<file path="config.mk">
export PLATFORM = sky130hd
export DESIGN_NAME = queue_enq_arbiter
export DESIGN_NICKNAME = d
export VERILOG_FILES = /design/src/rtl/queue_enq_arbiter.sv
export SDC_FILE = /design/constraint.sdc
export NUM_CORES = 1
export LEC_CHECK = 0
export ABC_AREA = 0
export CAP_MARGIN = 10
export CELL_PAD_IN_SITES_DETAIL_PLACEMENT = 1
export CELL_PAD_IN_SITES_GLOBAL_PLACEMENT = 1
export CORE_AREA = 2 2 54 56
export DETAILED_ROUTE_END_ITERATION = 12
export DIE_AREA = 0 0 56 58
export PLACE_DENSITY_LB_ADDON = 0.25
export SYNTH_ARGS = -nofsm -noshare
export SYNTH_HDL_FRONTEND = slang
export SYNTH_SLANG_ARGS = --single-unit
</file>
<file path="constraint.sdc">
create_clock -name clk -period 4.2 [get_ports clk]
set_input_delay 0.63 -clock clk [delete_from_list [all_inputs] [get_ports clk]]
set_output_delay 0.63 -clock clk [all_outputs]
set_load 0.01 [all_outputs]
</file>
<file path="src/rtl/queue_enq_arbiter.sv">
// Round-robin arbiter sharing one queue enqueue port among NUM_REQ producers,
// with bounded bursts and a zero-latency combinational grant path.
module queue_enq_arbiter #(
    parameter int NUM_REQ    = 4,
    parameter int DATA_WIDTH = 4,
    parameter int MAX_BURST  = 2
) (
    input  logic                          clk,
    input  logic                          rst,
    input  logic [NUM_REQ-1:0]            in_valid,
    input  logic [NUM_REQ*DATA_WIDTH-1:0] in_data,
    output logic [NUM_REQ-1:0]            in_ready,
    output logic                          out_valid,
    output logic [DATA_WIDTH-1:0]         out_data,
    output logic [$clog2(NUM_REQ)-1:0]    out_id,
    input  logic                          out_ready
);

    localparam int ID_W  = $clog2(NUM_REQ);
    localparam int CNT_W = $clog2(MAX_BURST + 1);

    typedef enum logic {IDLE, BURST} state_t;

    state_t           state;
    logic [ID_W-1:0]  owner;
    logic [ID_W-1:0]  ptr;
    logic [CNT_W-1:0] beat_cnt;

    logic [ID_W-1:0]  eptr;
    logic [ID_W-1:0]  g;
    logic [ID_W-1:0]  cand;
    logic             found;
    logic             owner_held;
    logic             any_valid;
    logic             transfer;

    function automatic logic [ID_W-1:0] wrap_inc(input logic [ID_W-1:0] x);
        return (x == ID_W'(NUM_REQ - 1)) ? '0 : x + 1'b1;
    endfunction

    // Handshake: a beat moves when out_valid && out_ready; in_ready is the
    // one-hot grant qualified by out_ready in the same cycle.
    always_comb begin
        owner_held = (state == BURST) && in_valid[owner];
        eptr       = (state == BURST && !in_valid[owner]) ? wrap_inc(owner) : ptr;
        g          = '0;
        cand       = '0;
        found      = 1'b0;
        if (owner_held) begin
            g     = owner;
            found = 1'b1;
        end else begin
            for (int k = 0; k < NUM_REQ; k++) begin
                cand = ID_W'((int'(eptr) + k) % NUM_REQ);
                if (!found && in_valid[cand]) begin
                    g     = cand;
                    found = 1'b1;
                end
            end
        end
        any_valid = rst && (|in_valid);
        transfer  = any_valid && out_ready;
        out_valid = any_valid;
        out_id    = any_valid ? g : '0;
        out_data  = any_valid ? in_data[int'(g)*DATA_WIDTH +: DATA_WIDTH] : '0;
        in_ready  = transfer ? (NUM_REQ'(1) << g) : '0;
    end

    always_ff @(posedge clk or negedge rst) begin
        if (!rst) begin
            state    <= IDLE;
            owner    <= '0;
            beat_cnt <= '0;
            ptr      <= '0;
        end else if (owner_held) begin
            // Owner still requesting: count beats, stall holds everything.
            if (transfer) begin
                if (beat_cnt + 1'b1 == CNT_W'(MAX_BURST)) begin
                    state <= IDLE;
                    ptr   <= wrap_inc(owner);
                end else begin
                    beat_cnt <= beat_cnt + 1'b1;
                end
            end
        end else if (!transfer) begin
            state <= IDLE;
            ptr   <= eptr;
        end else if (MAX_BURST == 1) begin
            state <= IDLE;
            ptr   <= wrap_inc(g);
        end else begin
            state    <= BURST;
            owner    <= g;
            beat_cnt <= CNT_W'(1);
        end
    end

endmodule
</file>
## Word level (Yosys, flattened, before mapping)

Index checks and enable logic that the tools add are counted.

| storage, ports and cells | value |
|---|---|
| register bits after elaboration | 7 |
| latch bits | 0 |
| memory bits (writable) | 0 |
| memory bits (read-only) | 0 |
| input bits | 23 |
| output and inout port bits | 11 |
| word-level logic and storage cells | 78 |
| memories kept | 0 |

| cells by class | value |
|---|---|
| add/subtract/negate cells | 5 |
| multiply operators | 0 |
| div/mod/pow operators | 0 |
| magnitude comparators | 5 |
| eq/ne operators | 7 |
| shift-type cells | 2 |
| mux-type cells | 38 |
| bitwise logic cells | 1 |
| reductions and logical operators | 16 |

Operators with widths:

| kind | number |
|---|---|
| 2-to-1 mux 2 bit | 16 |
| indexed part select 16 x 5 -> 4 bit | 1 |
| < comparator 2 x 3 -> 1 bit, second input constant | 5 |
| 2-to-1 mux 1 bit | 15 |
| binary-select mux 1 bit (select 2 bit) | 5 |
| 2-to-1 mux 4 bit | 2 |
| logical AND 1 bit | 7 |
| adder 2 x 1 -> 2 bit, second input constant | 3 |
| != test 2 x 1 -> 1 bit, second input constant | 3 |
| AND reduction 2 bit | 3 |
| adder 2 bit, second input constant | 2 |
| == test 2 bit, second input constant | 2 |
| logical NOT 1 bit | 4 |
| != test 2 bit, second input constant | 2 |
| OR reduction 4 bit | 1 |
| left shift 1 x 2 -> 4 bit, first input constant | 1 |
| AND reduction 3 bit | 1 |
| NOT 1 bit | 1 |

## Depth between registers and ports, before layout

Gate-level depths: netlist (run 1).

| logic depth | value |
|---|---|
| word-level depth | 23 |
| mapped depth | 10 |

## Worst setup path after synthesis (run 1)

No wires, ideal clock.

| path | value |
|---|---|
| path type | input to output |
| start point | input in_valid[0] |
| end point | output out_data[1] |
| arrival | 2.285 ns |
| data required time | 3.570 ns |
| setup slack | 1.285 ns |
| stages | 9 |
| path buffers | 2 |
| cells stage by stage | buf_6 > mux2_4 > o2bb2a_4 > a2111oi_4 > o211ai_2 > mux2i_4 > buf_8 > mux2i_1 > o22ai_2 |

| on the way | value |
|---|---|
| cells in the longest elaborated chain, start to end | 23 |
| elaborated cells between the ends (all ways) | 38 |
| those cells by class | add/sub: 3; shift: 1; mux: 23; reduce/logical: 11 |

Ends and longest elaborated chain:

| element | line | source |
|---|---|---|
| start, declared | 10 | `input logic [NUM_REQ-1:0] in_valid,` |
| binary-select mux 1 bit (select 2 bit) | 44, 45 |  |
| 2-to-1 mux 1 bit (implied by the code) | 44, 45 |  |
| logical NOT 1 bit | 45 | `eptr = (state == BURST && !in_valid[owner]) ? wrap_inc(owner) : ptr;` |
| logical AND 1 bit | 45 |  |
| 2-to-1 mux 2 bit | 45 |  |
| binary-select mux 1 bit (select 2 bit) | 55 | `if (!found && in_valid[cand]) begin` |
| 2-to-1 mux 1 bit (implied by the code) | 55 |  |
| 2-to-1 mux 1 bit | 55 |  |
| [7 not listed] | - |  |
| 2-to-1 mux 1 bit | 55 |  |
| 2-to-1 mux 1 bit | 49 | `if (owner_held) begin` |
| logical NOT 1 bit | 55 |  |
| logical AND 1 bit | 55 |  |
| 2-to-1 mux 2 bit | 55 |  |
| 2-to-1 mux 2 bit | 49 |  |
| indexed part select 16 x 5 -> 4 bit | 65 | `out_data = any_valid ? in_data[int'(g)*DATA_WIDTH +: DATA_WIDTH] : '0;` |
| 2-to-1 mux 4 bit * | 65 |  |
| end, declared | 14 | `output logic [DATA_WIDTH-1:0] out_data,` |

Every way passes the cells marked *; elsewhere a longest branch is shown, timed or not. The select of a mux whose other input is x is not followed.

## Worst setup path after layout (run 1)

| path | value |
|---|---|
| start point | input in_valid[2] |
| end point | output out_data[3] |

The elaborated chain is that of the path after synthesis.

==> results.cfg, run 1 <==
[grt]
grt_start_max_net_pins = 14
antenna_found_initial = 0
grt_overflow_total = 0
track_usage_pct = 16.0
grt_pass1_vias = 897
grt_first_pass_wirelength_um = 4170

[pwr]
p_comb_share_pct = 73.9
p_per_area_nw_per_um2 = 601
seq_power_share_pct = 17.7
leakage_nw = 0.514
power_switching_uw = 340
ir_worst_vdd_uv = 320
clockPowerShare_pct = 8.5
switching_share_pct = 45.9
total_power_uw = 742
internal_power_uw = 401

[clock_network]
cts_resized = 0
holdBufCountCts = 0
cts-root-buf = clkbuf_4
cts_tree = built
post_cts_buffers = 0
cts.sinks = 7
clockBufferDepth = 2
path_clk_slew_ps = 60
insertion_delay_ps = 260
numCtsBuffers = 3
htreeDepth = 1

[die]
initial_core_util_pct = 31.8
fp.dieH_um = 58
die_x_um = 56
fp-row-count = 19
io_pins = 34
coreArea_um2 = 2660
dieArea_um2 = 3250

[flow_run]
cap_violations = 0

[yosys]
syn_area_um2 = 846
synth_common_cells = mux2i_1, nor2_1, dfrtp_1, nand2_1, a21oi_1
synth_nets = 119
synth_warnings = 0
synth_top_area_cell = dfrtp_1
syn_inst = 94
ys.flop_type = dfrtp_1
synthDistinctLibCells = 40
yosysMostFrequentCell = mux2i_1
synth.area.top_cells = dfrtp_1, mux2i_1, nor2_1, mux2_2, a21oi_1
synthArstFlopShare_pct = 100
synth.avg_cell_area_um2 = 9.00
synth_edf_count = 0
netlist.area_leader.share_pct = 20.7
ys_ff_latch = 7
ys_seq_area_share_pct = 20.7

[critical_path]
critical_path_class = in2out
crit_path_end_kind = output port
path_max_fanout = 13
r2r-start = owner[1]
arrival_ps = 3320
startpoint = in_valid[2]
crit_path_start_kind = input pin
cp.required_ps = 3570

[timing]
min_period_over_period_pct = 94.0
tightest_slew_ps = 395
finalSetupTns_ps = 0
maxSlewViolCount = 0
relSlewSlack_pct = 72.9
fmax_mhz = 253
setup_viol = 0
rsz0062_at_grt = false
hold_violations = 0
fin_skew_ps = 6.30
min_period_ps = 3950

[drt]
drc = 0
drtAntennaViolNets = 0
via_per_inst = 5.15
vias = 839
avgRoutedWirePerCell_um = 15.2
dr.pass1.iters = 2
finalWirelength_um = 2470
drtIter0Drc = 11

[hold_path]
min_from = beat_cnt[0]
hp-class = reg2reg

[layout]
n_antenna_cell = 0
nets = 158
syn2layout_area_growth_pct = 45.9
drive_gt1_share_pct = 17.4

[place]
dp_hpwl_um = 2040
port_buffers = 33
place_congestion = 0.760

[outcome]
status = completed
cell families (layout without fill, tap and decap cells):
family                     count (synthesis)  after routing  share of synthesized area, %
DFF                                        7              7                          20.7
muxes                                     16             16                          21.6
adders and majority gates                  2              2                          2.96
and+or+nand+nor                           36             36                          22.5
AOI/OAI and AO/OA                         24             24                          24.7
buffers and inverters                      9             47                          7.54
power groups by stage:
stage	logic (mW)	registers [mW]	clock network, mW
6_report	0.548	0.131	0.0629
5_1_grt	0.601	0.137	0.0681
4_1_cts	0.555	0.132	0.0654
3_5_place_dp	0.551	0.132	0
3_3_place_gp	0.536	0.129	0
2_1_floorplan	0.407	0.121	0
registers in the layout, indices dropped and copies added (netlist names):
name and cells:
owner 2, ptr 2, state 1, beat_cnt 2
final timing paths:
check                      cells past startpoint  slack [ps]     endpoint
min                                            1         500  beat_cnt[0]
max                                           10         250  out_data[3]
max reg2reg                                    5        2140     owner[1]
max in group asynchronous                      2        3420       ptr[1]
min in group asynchronous                      2         640  beat_cnt[0]
min reg2reg                                    1         500  beat_cnt[0]
critical path, cell delays in order:
cell and delay, ps:
clkdlybuf4s50_1 500, mux2_4 330, o2bb2a_4 230, a2111oi_4 210, o211ai_2 180, mux2i_4 150, buf_4 240, mux2i_1 110
o22ai_1 170, clkdlybuf4s50_1 560
cell type report:
cell class / count / area, um^2
clock buffer: 4 / 26.3
fill: 320 / 1430
inverter: 5 / 18.8
multi-input combinational: 78 / 607
sequential: 7 / 175
tap: 31 / 38.8
timing repair buffer: 38 / 368
per-layer routing:
metal / global-route usage [%] / wire length, um / share of wire, % / up-vias
li1: - / - / - / 423
met3: 1.79 / 44 / 1.8 / 5
met5: 0 / 0 / 0 / -
met2: 29.7 / 1290 / 52 / 12
met4: 4.08 / 25 / 1.0 / 0
met1: 19.8 / 1110 / 45 / 399
layout by cell type (no fill, tap or decap), drive strengths merged:
master	netlist	layout
o2bb2a	1	1
a21o	1	1
ha	2	2
o21ai	3	3
nor3	3	3
a22o	1	1
o211ai	4	4
a2111oi	1	1
buf	3	5
o2bb2ai	1	1
mux2	5	5
and2	3	3
clkdlybuf4s50	0	33
mux2i	11	11
nand3	3	3
clkbuf	1	4
and3	3	3
nor2	9	9
or2	2	2
nand2b	2	2
dfrtp	7	7
or3b	1	1
a21oi	6	6
o41a	1	1
nand2	8	8
nor2b	1	1
nand4	1	1
inv	5	5
o31ai	1	1
o22ai	4	4
through the flow:
stage | hold slack [ps] | std cells | util, % | cell area (um^2) | setup slack (ps)
finish | 498 | 163 | 46.3 | 1230 | 252
global route | 542 | 163 | 46.3 | 1230 | 140
CTS | 505 | 163 | 46.3 | 1230 | 259
detailed placement | 493 | 159 | 45.3 | 1210 | 267
global placement | 466 | 159 | 45.3 | 1210 | 339
floorplan | 334 | 94 | - | 846 | 1280
(Power assumes the default switching activity.)
==> run 2, diff against run 1 <==
--- a/config.mk
+++ b/config.mk
@@ -9,9 +9,10 @@
 export CAP_MARGIN = 10
 export CELL_PAD_IN_SITES_DETAIL_PLACEMENT = 1
 export CELL_PAD_IN_SITES_GLOBAL_PLACEMENT = 1
-export CORE_AREA = 2 2 54 56
+export CORE_AREA = 2 2 45 47
 export DETAILED_ROUTE_END_ITERATION = 12
-export DIE_AREA = 0 0 56 58
+export DIE_AREA = 0 0 47 49
+export DONT_BUFFER_PORTS = 1
 export PLACE_DENSITY_LB_ADDON = 0.25
 export SYNTH_ARGS = -nofsm -noshare
 export SYNTH_HDL_FRONTEND = slang
==> results.cfg, run 2 (synthesis gave the netlist of run 1 again) <==
[timing]
finalSetupTns_ps = 0
worst_slack_ps = 873
min_period_over_period_pct = 79.2
maxSlewViolCount = 0
min_period_ps = 3330
hold_violations = 0
setup_viol = 0
rsz0062_at_grt = false
tightest_slew_ps = 513
relSlewSlack_pct = 65.1
fmax_mhz = 301
fin_skew_ps = 8.13

[die]
io_pins = 34
die_x_um = 47
initial_core_util_pct = 45.9
dieArea_um2 = 2300
fp-row-count = 16
fp.dieH_um = 49
coreArea_um2 = 1840

[place]
place_inst = 117
port_buffers = 0
place_ws_ps = 1080
place_congestion = 0.815
dp_hpwl_um = 1610

[layout]
reg.largest.list = beat_cnt (2), owner (2), ptr (2)
nets = 120
layout_commonest_cell = mux2i_1
syn2layout_area_growth_pct = 1.78
final_cells = 121
n_fill_cell = 223
n_antenna_cell = 0
drive_gt1_share_pct = 19.1
final_cell_mix = mux2i_1, nor2_1, nand2_1, dfrtp_1, a21oi_1

[clock_network]
insertion_delay_ps = 260
htreeDepth = 1
cts.sinks = 7
cts-root-buf = clkbuf_4
holdBufCountCts = 0
clockBufferDepth = 2
cts_resized = 0
cts_tree = built
post_cts_buffers = 0
numCtsBuffers = 3
path_clk_slew_ps = 60

[critical_path]
critical_path_class = reg2out
critPathBufInv = 0
crit_path_start_kind = register
max_stage_delay_ps = 490
arrival_ps = 2700
crit_slowest_cell = ha_1
crit_chain = ha_1 -> nor3_2 -> a2111oi_4 -> o211ai_2 -> mux2i_4 -> mux2i_1 -> o22ai_1
crit_path_end_kind = output port
cp.required_ps = 3570
crit_family = multiplexers
path_max_fanout = 13
r2r_slack_ps = 2160

[grt]
grt_overflow_total = 0
antenna_found_initial = 0
track_usage_pct = 19.7
grt_first_pass_wirelength_um = 3330
grt_start_max_net_pins = 14
grt_pass1_vias = 740

[drt]
dr.pass1.iters = 3
drtIter0Drc = 7
drtAntennaViolNets = 0
avgRoutedWirePerCell_um = 15.7
drc = 0
via_per_inst = 5.79
vias = 701
finalWirelength_um = 1900

[pwr]
p_per_area_nw_per_um2 = 719
total_power_uw = 619
leakage_nw = 0.365
ir_worst_vdd_uv = 298

[outcome]
status = completed

[flow_run]
cap_violations = 0

[hold_path]
hp-class = in2async
==> run 2: cell types whose count changed in the layout (fill, tap and decap cells not counted), sizes merged <==
| cell | previous run | this run |
|---|---|---|
| clkdlybuf4s50 | 33 | 0 |
| buf | 5 | 0 |
==> run 2: power breakdown <==
| part | internal [mW] | leakage [nW] | switching (mW) |
|---|---|---|---|
| Sequential | 0.0917 | 0.0835 | 0.0372 |
| Clock | 0.0363 | 0.0150 | 0.0260 |
| Combinational | 0.184 | 0.266 | 0.243 |
==> run 2: cell type report <==
type                            instances  area (um^2)  area share (%)
Multi-Input combinational cell         78          607            70.5
Sequential cell                         7          175            20.3
Tap cell                               27         33.8            3.92
Clock buffer                            4         26.3            3.05
Inverter                                5         18.8            2.18
==> run 2: per-layer routing <==
| layer | GRT usage, % | wire length [um] | up-vias | share of wire (%) |
|---|---|---|---|---|
| li1 | - | - | 348 | - |
| met1 | 25.6 | 802 | 342 | 42 |
| met2 | 32.0 | 1030 | 7 | 54 |
| met3 | 2.96 | 39 | 4 | 2.1 |
| met4 | 6.94 | 23 | 0 | 1.2 |
| met5 | 0 | 0 | - | 0 |
==> run 2: final timing paths <==
path,from,to,depth (start not counted)
min in group clk,beat_cnt[0],beat_cnt[0],1
max in group asynchronous,rst,beat_cnt[1],0
worst max-delay path,owner[1],out_data[0],7
worst min-delay path,rst,owner[1],0
worst min register to register,beat_cnt[0],beat_cnt[0],1
worst max register to register,owner[1],ptr[1],5
==> run 2: metrics by stage <==
stage	hold WS (ps)	utilization, %	cell area, um^2
global route	50.9	46.7	861
detailed placement	335	45.3	835
CTS	56.0	46.7	861
floorplan	334	-	846
global placement	335	45.3	835
finish	64.0	46.7	861
==> run 3, diff against run 2 <==
--- a/config.mk
+++ b/config.mk
@@ -9,9 +9,9 @@
 export CAP_MARGIN = 10
 export CELL_PAD_IN_SITES_DETAIL_PLACEMENT = 1
 export CELL_PAD_IN_SITES_GLOBAL_PLACEMENT = 1
-export CORE_AREA = 2 2 45 47
+export CORE_AREA = 2 2 47 49
 export DETAILED_ROUTE_END_ITERATION = 12
-export DIE_AREA = 0 0 47 49
+export DIE_AREA = 0 0 49 51
 export DONT_BUFFER_PORTS = 1
 export PLACE_DENSITY_LB_ADDON = 0.25
 export SYNTH_ARGS = -nofsm -noshare
==> constraint.sdc (replaced) <==
create_clock -name clk -period 3.4 [get_ports clk]
set_input_delay 0.51 -clock clk [delete_from_list [all_inputs] [get_ports clk]]
set_output_delay 0.51 -clock clk [all_outputs]
set_load 0.01 [all_outputs]
==> results.cfg, run 3 (synthesis gave the netlist of run 1 again) <==
[outcome]
status = completed

[die]
fp.dieH_um = 51
die_x_um = 49
dieArea_um2 = 2500
initial_core_util_pct = 41.0
io_pins = 34
fp-row-count = 17
coreArea_um2 = 2060

[place]
port_buffers = 0
place_inst = 118
dp_hpwl_um = 1640
place_congestion = 0.703

[timing]
timing.hold.ws_ps = 493
rsz0062_at_grt = false
maxSlewViolCount = 0
fin_skew_ps = 3.66
hold_violations = 0
fmax_mhz = 306
min_period_ps = 3270
relSlewSlack_pct = 74.5
finalSetupTns_ps = 0
min_period_over_period_pct = 96.1
tightest_slew_ps = 372
setup_viol = 0

[layout]
nets = 122
final_cell_mix = mux2i_1, nor2_1, nand2_1, dfrtp_1, a21oi_1
syn2layout_area_growth_pct = 5.47
reg.largest.list = beat_cnt (2), owner (2), ptr (2)
layout_commonest_cell = mux2i_1
final_cells = 124
n_antenna_cell = 0
drive_gt1_share_pct = 19.8

[clock_network]
clockBufferDepth = 2
cts_resized = 0
insertion_delay_ps = 250
htreeDepth = 1
cts_tree = built
cts-root-buf = clkbuf_4
cts.sinks = 7
numCtsBuffers = 3
path_clk_slew_ps = 50

[critical_path]
crit_path_start_kind = register
r2r_cells = 5
r2r-start = owner[1]
cp.required_ps = 2890
path_max_fanout = 8
startpoint = owner[1]
reg2reg_to = owner[1]
critical_path_class = reg2out
crit_path_end_kind = output port
arrival_ps = 2760
r2r_slack_ps = 1410

[hold_path]
hold-path-cell-count = 1
hold_end = beat_cnt[0]
hp-class = reg2reg
min_from = beat_cnt[0]

[pwr]
ir_worst_vdd_uv = 332
p_per_area_nw_per_um2 = 919
leakage_nw = 0.379

[flow_run]
cap_violations = 0

[grt]
antenna_found_initial = 0
track_usage_pct = 17.2
grt_pass1_vias = 726
grt_overflow_total = 0
grt_first_pass_wirelength_um = 3330
grt_start_max_net_pins = 14

[drt]
drc = 0
dr.pass1.iters = 2
via_per_inst = 5.77
avgRoutedWirePerCell_um = 16.2
drtIter0Drc = 9
vias = 715
drtAntennaViolNets = 0
finalWirelength_um = 2010
[run 3: per-layer routing]
layer / global-route usage, % / part of all wire, %
met1: 22.7 / 43
met2: 29.2 / 53
met3: 1.46 / 3.5
met4: 7.14 / 0.80
met5: 0 / 0
[run 3: final cells by class]
cell class / instances / area [um^2]
Fill cell: 250 / 1170
Multi-Input combinational cell: 78 / 607
Sequential cell: 7 / 175
Tap cell: 28 / 35.0
Timing Repair Buffer: 2 / 30.0
Clock buffer: 4 / 26.3
Inverter: 5 / 18.8
[run 3: worst max-delay path, cell delays in order (launching register included)]
cell and delay [ps]:
dfrtp_1 460, ha_1 450, or3b_2 490, nand4_1 100
a21oi_1 80, mux2_1 390, or2_4 280, o22ai_1 260
[run 3: worst max path at each step]
stage	end	slack (ps)	cells after the start
6_report	out_data[0]	130	7
4_1_cts	out_data[0]	110	7
2_1_floorplan	out_data[0]	620	7
3_3_place_gp	out_data[2]	510	7
5_1_grt	out_data[3]	0.08	7
3_5_place_dp	out_data[0]	390	7
[run 3: power by group]
group | switching (mW) | internal (mW)
registers | 0.0437 | 0.113
clock network | 0.0321 | 0.0449
logic | 0.321 | 0.265
total | 0.397 | 0.423
[run 3: repair_timing]
| action | 4_1_cts | 5_1_grt |
|---|---|---|
| setup buffers | 0 | 1 |
| endpoints found under the hold margin | 7 | 0 |
| hold buffers | 1 | 0 |
| endpoints found under the setup margin | 0 | 1 |
[run 3: through the flow]
| step | cell area, um^2 | setup slack [ps] | util [%] | power (mW) |
|---|---|---|---|---|
| 2_1_floorplan | 846 | 618 | - | 0.652 |
| 3_3_place_gp | 836 | 509 | 40.5 | 0.676 |
| 3_5_place_dp | 836 | 391 | 40.5 | 0.702 |
| 4_1_cts | 872 | 112 | 42.3 | 0.785 |
| 5_1_grt | 892 | 0.0839 | 43.2 | 0.891 |
| 6_report | 892 | 132 | 43.2 | 0.820 |
